[config.mk]
export PLATFORM = sky130hd
export DESIGN_NAME = fetch_unit
export DESIGN_NICKNAME = d
export VERILOG_FILES = /design/src/rtl/fetch_unit.sv
export SDC_FILE = /design/constraint.sdc
export NUM_CORES = 1
export LEC_CHECK = 0
export ABC_CLOCK_PERIOD_IN_PS = 2150
export BUFFER_PORTS_ARGS = -buffer_cell sky130_fd_sc_hd__buf_2
export CORE_MARGIN = 4
export CORE_UTILIZATION = 40
export DETAILED_ROUTE_END_ITERATION = 12
export GPL_TIMING_DRIVEN = 0
export PLACE_DENSITY = 0.63
export SYNTH_ARGS = -nofsm -noshare
export SYNTH_HDL_FRONTEND = slang
export SYNTH_SLANG_ARGS = --single-unit
[constraint.sdc]
create_clock -name clk -period 2.15 [get_ports clk]
set_input_delay 0.43 -clock clk [delete_from_list [all_inputs] [get_ports clk]]
set_output_delay 0.43 -clock clk [all_outputs]
set_load 0.01 [all_outputs]
[src/rtl/fetch_unit.sv]
// Instruction fetch stage: PC, one-entry instruction register with valid/ready,
// and in-stage resolution of jmp/br so control flow never reaches execute.
module fetch_unit #(
    parameter int ADDR_W = 4,
    parameter int DATA_W = 16
) (
    input  logic              clk,
    input  logic              rst_n,
    output logic [ADDR_W-1:0] rom_addr,
    input  logic [DATA_W-1:0] rom_data,
    output logic [DATA_W-1:0] ir,
    output logic [ADDR_W-1:0] ir_pc,
    output logic              ir_valid,
    input  logic              ir_ready,
    input  logic              exec_busy,
    input  logic              zero_flag,
    output logic              halted,
    output logic [ADDR_W-1:0] pc
);

    // state     | meaning
    // ST_FETCH   | consume one ROM word per cycle whenever the IR slot is free
    // ST_BR_WAIT | br seen; wait for IR and execute to drain, then resolve
    // ST_HALT    | opcode 0000 seen; frozen until reset
    typedef enum logic [1:0] {ST_FETCH, ST_BR_WAIT, ST_HALT} state_t;

    localparam logic [3:0] OP_HALT = 4'b0000;
    localparam logic [3:0] OP_JMP  = 4'b1000;
    localparam logic [3:0] OP_BR   = 4'b1100;

    state_t              state_q, state_d;
    logic [ADDR_W-1:0]   pc_q, pc_d;
    logic [ADDR_W-1:0]   tgt_q, tgt_d;
    logic [DATA_W-1:0]   ir_q, ir_d;
    logic [ADDR_W-1:0]   ir_pc_q, ir_pc_d;
    logic                ir_valid_q, ir_valid_d;
    logic                halted_q, halted_d;
    logic                slot_free;
    logic [3:0]          opcode;
    logic [ADDR_W-1:0]   rom_tgt;

    assign opcode    = rom_data[15:12];
    assign rom_tgt   = ADDR_W'(rom_data[11:8]);
    assign slot_free = ~ir_valid_q | ir_ready;

    always_comb begin
        state_d    = state_q;
        pc_d       = pc_q;
        tgt_d      = tgt_q;
        ir_d       = ir_q;
        ir_pc_d    = ir_pc_q;
        halted_d   = halted_q;
        // A handshake drains the slot in every state; a new issue overrides below.
        ir_valid_d = ir_valid_q & ~ir_ready;

        case (state_q)
            ST_FETCH: begin
                if (slot_free) begin
                    case (opcode)
                        OP_JMP: pc_d = rom_tgt;
                        OP_BR: begin
                            state_d = ST_BR_WAIT;
                            tgt_d   = rom_tgt;
                        end
                        OP_HALT: begin
                            state_d  = ST_HALT;
                            halted_d = 1'b1;
                        end
                        default: begin
                            ir_d       = rom_data;
                            ir_pc_d    = pc_q;
                            ir_valid_d = 1'b1;
                            pc_d       = pc_q + ADDR_W'(1);
                        end
                    endcase
                end
            end
            ST_BR_WAIT: begin
                // zero_flag only reflects all older instructions once both are empty.
                if (!ir_valid_q && !exec_busy) begin
                    pc_d    = zero_flag ? tgt_q : pc_q + ADDR_W'(1);
                    state_d = ST_FETCH;
                end
            end
            ST_HALT: ;
            default: state_d = ST_FETCH;
        endcase
    end

    always_ff @(posedge clk or negedge rst_n) begin
        if (!rst_n) begin
            state_q    <= ST_FETCH;
            pc_q       <= '0;
            tgt_q      <= '0;
            ir_q       <= '0;
            ir_pc_q    <= '0;
            ir_valid_q <= 1'b0;
            halted_q   <= 1'b0;
        end else begin
            state_q    <= state_d;
            pc_q       <= pc_d;
            tgt_q      <= tgt_d;
            ir_q       <= ir_d;
            ir_pc_q    <= ir_pc_d;
            ir_valid_q <= ir_valid_d;
            halted_q   <= halted_d;
        end
    end

    assign rom_addr = pc_q;
    assign pc       = pc_q;
    assign ir       = ir_q;
    assign ir_pc    = ir_pc_q;
    assign ir_valid = ir_valid_q;
    assign halted   = halted_q;

endmodule

==> results.yml, run 1 <==
detailed_routing:
  drt-vias-per-instance: 4.87
  wire_per_inst_um: 13.3
  drt_iter0_markers: 20
  vias: 1081
  antenna_left: 0
  drc_errors: 0
  wirelength_mm: 2.96
  drt_first_pass_iters: 4
worst_setup_path:
  crit_buf_inv: 1
  r2r_cells: 4
  critPathMaxFanout: 10
  worstSetupEndpointType: "flop"
  cpLargestDelayFamily: "simple AND/OR/NAND/NOR gates"
  crit_arrival_ns: 1.90
  crit_type: "flop to flop"
  startpoint_type: "flop"
  r2r_start: "state_q[0]"
  worstPathRequired_ns: 2.31
  crit_path_cell_trace: "buf_2 > nor4_1 > or3_4 > mux2_2"
  slowest_stage: "nor4_1"
  r2r_end: "pc[0]"
  reg2reg_slack_ns: 0.41
  critPathMaxStageDelay_ns: 0.52
timing:
  worstMarginPinSlew_ns: 0.691
  slew_headroom_pct: 53.9
  clock_skew_ns: 0.0108
  fin_tns_setup_ns: 0
  finalMaxSlewViolations: 0
  final-hold-violation-count: 0
  fin_crit_sh_pct: 81.1
  period_minus_slack_ns: 1.74
  fmax_mhz: 574
  rsz0062_at_grt: "no"
  finalSetupViolCount: 0
clock_network:
  numCtsBuffers: 5
  cts_tree: "done"
  clock-root-buffer: "clkbuf_8"
  post_cts_buffers: 0
  h-tree-depth: 2
  clock-sinks: 32
  clk-insertion-delay-late_ns: 0.28
  cts.clk_slew.worst_paths_ns: 0.07
  post_cts_resized: 0
  cts_buffer_depth: 2
  hold_buffers: 0
synthesis:
  async_reset_ff_share_pct: 100
  ys.flop_type: "dfrtp_1"
  synth.distinct_cells: 32
  synthesis.instances: 118
  syn-num-nets: 140
  yosysWarnings: 0
  synth-edff-count: 0
  syn-cell-area_sq_um: 1480
  synthesis.area_per_instance_sq_um: 12.5
  ys_seq_area_share_pct: 54.3
  ys_ff_latch: 32
die:
  initial_core_util_pct: 42.9
  coreArea_sq_um: 3440
  ios: 51
  die_w_um: 68.7
  die_y_um: 68.7
  dieArea_sq_um: 4720
  rows: 21
finish:
  n_fill_cell: 312
  layout_commonest_cell: "buf_2"
  area_growth_pct: 27.1
  drive_gt1_share_pct: 53.4
  final_util_pct: 54.5
  finalNetCount: 197
  fin_cells: 222
  mostFrequentLayoutCells: "buf_2 (53), dfrtp_1 (32), mux2_2 (26)"
  diodes: 0
placement:
  dp_hpwl_mm: 2.26
  place.gp.congestion: 0.784
  port_buffers: 50
  dp_cells: 214
power:
  p_leak_nw: 0.924
  finalPower_mw: 2.42
  power_density_nw_per_um2: 1290
  ir_worst_vdd_mv: 0.699
global_routing:
  grt-ovfl-total: 0
  grt_max_degree: 33
  grt_pass1_wl_mm: 5.00
  antenna_found_initial: 0
  gr-usage-all-layers_pct: 14.8
  grt_pass1_vias: 1092
outcome:
  status: "completed"
hold_path:
  min_path_type: "primary input to asynchronous set/reset pin"
flow_run:
  maxCapViolCount: 0
## stage by stage
stage	hold slack (ns)	instance area (sq um)	setup WS, ns
6_report	0.182	1880	0.406
5_1_grt	0.237	1880	0.260
4_1_cts	0.211	1880	0.421
3_5_place_dp	0.450	1780	0.250
3_3_place_gp	0.447	1780	0.271
2_1_floorplan	0.134	1480	0.511
## layout make-up
type | instances | area, sq um | share of cell area [%]
Clock inverter | 2 | 10.0 | 0.534
Inverter | 10 | 37.5 | 2.00
Multi-Input combinational cell | 68 | 588 | 31.4
Clock buffer | 6 | 82.6 | 4.40
Tap cell | 46 | 57.6 | 3.07
Timing Repair Buffer | 50 | 250 | 13.3
Buffer | 8 | 48.8 | 2.60
Sequential cell | 32 | 801 | 42.7
## worst register-to-register path: cells and delay by family (launching register included)
family	cells	cell delay (ns)
buffers and inverters	1	0.16
DFF	1	0.35
muxes	1	0.33
and+or+nand+nor	2	0.77
## report_power, final
group          internal, mW  total (mW)  switching [mW]
Sequential            0.850        1.00           0.151
Clock                 0.255       0.471           0.216
Combinational         0.525       0.951           0.426
Total                  1.63        2.42           0.793
## worst max path at each step
stage	from	to	slack (ns)	cells past startpoint
final	state_q[0]	pc[0]	0.41	4
after global routing	state_q[0]	pc[0]	0.26	4
after CTS	state_q[0]	pc[0]	0.42	4
after detailed placement	rom_data[13]	ir_pc[3]	0.25	6
after global placement	rom_data[13]	ir[13]	0.27	6
after floorplan	exec_busy	pc[3]	0.51	4
## layer usage
layer / up-vias / share of wire [%] / track usage (%)
li1: 530 / - / -
met1: 510 / 41 / 16.7
met2: 39 / 48 / 24.2
met3: 2 / 9.9 / 7.62
met4: 0 / 0.37 / 4.38
met5: - / 0 / 0
## cell usage after synthesis (2+ instances only)
library cell	count	area (sq um)
nor3_1	3	15.0
buf_4	4	30.0
mux2_2	26	293
nand3_1	2	10.0
xnor2_1	2	17.5
inv_1	10	37.5
a21oi_1	5	25.0
dfrtp_1	32	801
o31ai_1	3	22.5
a221o_1	2	20.0
o21ai_0	4	20.0
buf_2	3	15.0
nand2b_1	2	12.5
nor2_1	2	7.51
## kinds of logic after synthesis
group           Yosys count  synth area share, %
xor+xnor                  3                 1.78
flops                    32                 54.3
fa+ha+maj                 1                0.848
buf+inv                  18                 5.85
simple gates             19                 8.65
compound gates           19                 8.74
mux                      26                 19.8
## state kept, by name (all words and copies together) (netlist names)
signal	cells
ir_pc	4
tgt_q	4
ir	16
pc	4
ir_valid	1
halted	1
state_q	2
(Power assumes the default switching activity.)
==> run 2: changes to the inputs <==
--- a/config.mk
+++ b/config.mk
@@ -5,13 +5,13 @@
 export SDC_FILE = /design/constraint.sdc
 export NUM_CORES = 1
 export LEC_CHECK = 0
-export ABC_CLOCK_PERIOD_IN_PS = 2150
+export ABC_CLOCK_PERIOD_IN_PS = 1480
 export BUFFER_PORTS_ARGS = -buffer_cell sky130_fd_sc_hd__buf_2
 export CORE_MARGIN = 4
 export CORE_UTILIZATION = 40
 export DETAILED_ROUTE_END_ITERATION = 12
 export GPL_TIMING_DRIVEN = 0
-export PLACE_DENSITY = 0.63
+export PLACE_DENSITY = 0.66
 export SYNTH_ARGS = -nofsm -noshare
 export SYNTH_HDL_FRONTEND = slang
 export SYNTH_SLANG_ARGS = --single-unit
==> constraint.sdc (replaced) <==
create_clock -name clk -period 1.48 [get_ports clk]
set_input_delay 0.296 -clock clk [delete_from_list [all_inputs] [get_ports clk]]
set_output_delay 0.296 -clock clk [all_outputs]
set_load 0.01 [all_outputs]
==> run 2 against run 1 <==
  * The run now ends with negative setup slack left
  * Clock skew hardly changed
  * Worst hold slack worse by 0.13 ns
  * Sequential power is 46% higher
  * Combinational power is 48% higher
  * Core utilization is 1.6 points higher
  * Count of clock-buffer cells in the layout stayed put
  * Critical path type unchanged
  * Highest routed layer unchanged
==> results.yml, run 2 (same netlist as run 1, synthesis figures left out) <==
outcome:
  status: "finished, violations left"
  failed_checks: "negative setup slack"
die:
  initial_core_util_pct: 42.9
  die_w_um: 68.7
  die_y_um: 68.7
  rows: 21
  coreArea_sq_um: 3440
  dieArea_sq_um: 4720
  ios: 51
power:
  p_clk_share_pct: 19.4
  ir_worst_vdd_mv: 0.942
  sw_frac_of_total_pct: 33.0
  p_leak_nw: 0.949
  finalPower_mw: 3.56
  power.switching_mw: 1.18
  p_seq_share_pct: 41.0
  power_density_nw_per_um2: 1850
  internal_power_mw: 2.39
  combPwrFrac_pct: 39.6
timing:
  finalMaxSlewViolations: 0
  final-hold-violation-count: 0
  slew_headroom_pct: 52.4
  finalWorstSetupSlack_ns: -0.0724
  clock_skew_ns: 0.0106
  rsz0062_at_grt: "yes"
  finalSetupViolCount: 24
  worstMarginPinSlew_ns: 0.714
  fin_crit_sh_pct: 105
  period_minus_slack_ns: 1.55
  hold_ws_ns: 0.0515
  fmax_mhz: 644
global_routing:
  busiest_layer: "met2"
  grt-ovfl-total: 0
  grt_pass1_wl_mm: 5.25
  gr-usage-all-layers_pct: 15.5
  grtUsageMet2_pct: 23.6
  use_met3_pct: 6.65
  grt_pass1_vias: 1115
  use_met1_pct: 18.8
  grt_max_degree: 33
  antenna_found_initial: 0
finish:
  layout_commonest_cell: "buf_2"
  drive_gt1_share_pct: 57.0
  largest_reg_flops: 16
  area_growth_pct: 31.0
  diodes: 0
  mostFrequentLayoutCells: "buf_2 (50), dfrtp_1 (31), mux2_2 (26)"
  finalNetCount: 200
detailed_routing:
  wirelength_mm: 3.12
  drc_errors: 0
  drt_iter0_markers: 57
  vias: 1126
  drt_first_pass_iters: 4
  antenna_left: 0
  wire_per_inst_um: 13.9
  drt-vias-per-instance: 5.00
placement:
  dp_hpwl_mm: 2.29
  place.gp.congestion: 0.756
  post-place-ws_ns: -0.297
  port_buffers: 50
clock_network:
  clock-root-buffer: "clkbuf_8"
  cts.clk_slew.worst_paths_ns: 0.08
  clk-insertion-delay-late_ns: 0.29
  h-tree-depth: 2
  cts_tree: "done"
  cts_buffer_depth: 2
  clock-sinks: 32
  hold_buffers: 0
  numCtsBuffers: 5
worst_setup_path:
  crit_buf_inv: 0
  cpLargestDelayFamily: "simple AND/OR/NAND/NOR gates"
  critPathMaxFanout: 4
  slowest_stage: "dfrtp_1"
  worstPathRequired_ns: 1.66
  crit_arrival_ns: 1.73
  worstSetupEndpointType: "flop"
  crit_path_cell_trace: "or2_1 > a21o_1 > or3_4 > mux2_2"
  critPathMaxStageDelay_ns: 0.39
  startpoint_type: "flop"
  crit_type: "flop to flop"
flow_run:
  maxCapViolCount: 0
hold_path:
  min_path_type: "primary input to asynchronous set/reset pin"
## run 2: path summary, 6_finish.rpt
kind	startpoint	to	slack (ns)	cells past startpoint
max in group asynchronous	rst_n	state_q[1]	0.92	1
max reg2reg	ir_valid	pc[2]	-0.07	4
min reg2reg	halted	halted	0.46	2
min in group clk	ir_ready	ir_valid	0.23	2
min	rst_n	pc[1]	0.05	1
max	ir_valid	pc[2]	-0.07	4
## run 2: power by group through the flow
stage | Sequential (mW) | Combinational (mW) | Clock [mW]
CTS | 1.47 | 1.42 | 0.713
floorplan | 1.62 | 0.695 | 0
detailed placement | 1.47 | 1.42 | 0
global route | 1.53 | 1.56 | 0.778
global placement | 1.44 | 1.39 | 0
finish | 1.46 | 1.41 | 0.693
## run 2: what timing repair did
item                       4_1_cts  5_1_grt
resized for setup                3        6
setup endpoints to repair       28       28
buffers inserted                 3        1
pin swaps                        4        3
## run 2: stage by stage
stage	TNS, ns	area, sq um	std cells	util, %
after floorplan	-0.364	1480	118	-
after global placement	-5.86	1780	214	51.8
after detailed placement	-7.09	1780	214	51.8
after CTS	-1.47	1900	224	55.3
after global routing	-2.62	1930	225	56.1
final	-0.626	1930	225	56.1
## run 2: worst register-to-register path, cell delays in order (launching register included)
cell and delay (ns):
dfrtp_1 0.39, or2_1 0.25, a21o_1 0.18, or3_4 0.35
mux2_2 0.28
## run 2: cell type report
type	count	area (sq um)
Fill cell	306	1510
Sequential cell	32	802
Multi-Input combinational cell	68	609
Timing Repair Buffer	54	280
Clock buffer	6	82.6
Tap cell	46	57.6
Buffer	7	52.6
Inverter	10	37.5
Clock inverter	2	10.0
## run 2: metal layers
| layer | vias to the layer above | wire length (um) |
|---|---|---|
| li1 | 533 | - |
| met1 | 542 | 1260 |
| met2 | 42 | 1480 |
| met3 | 9 | 315 |
| met4 | 0 | 70 |
| met5 | - | 0 |
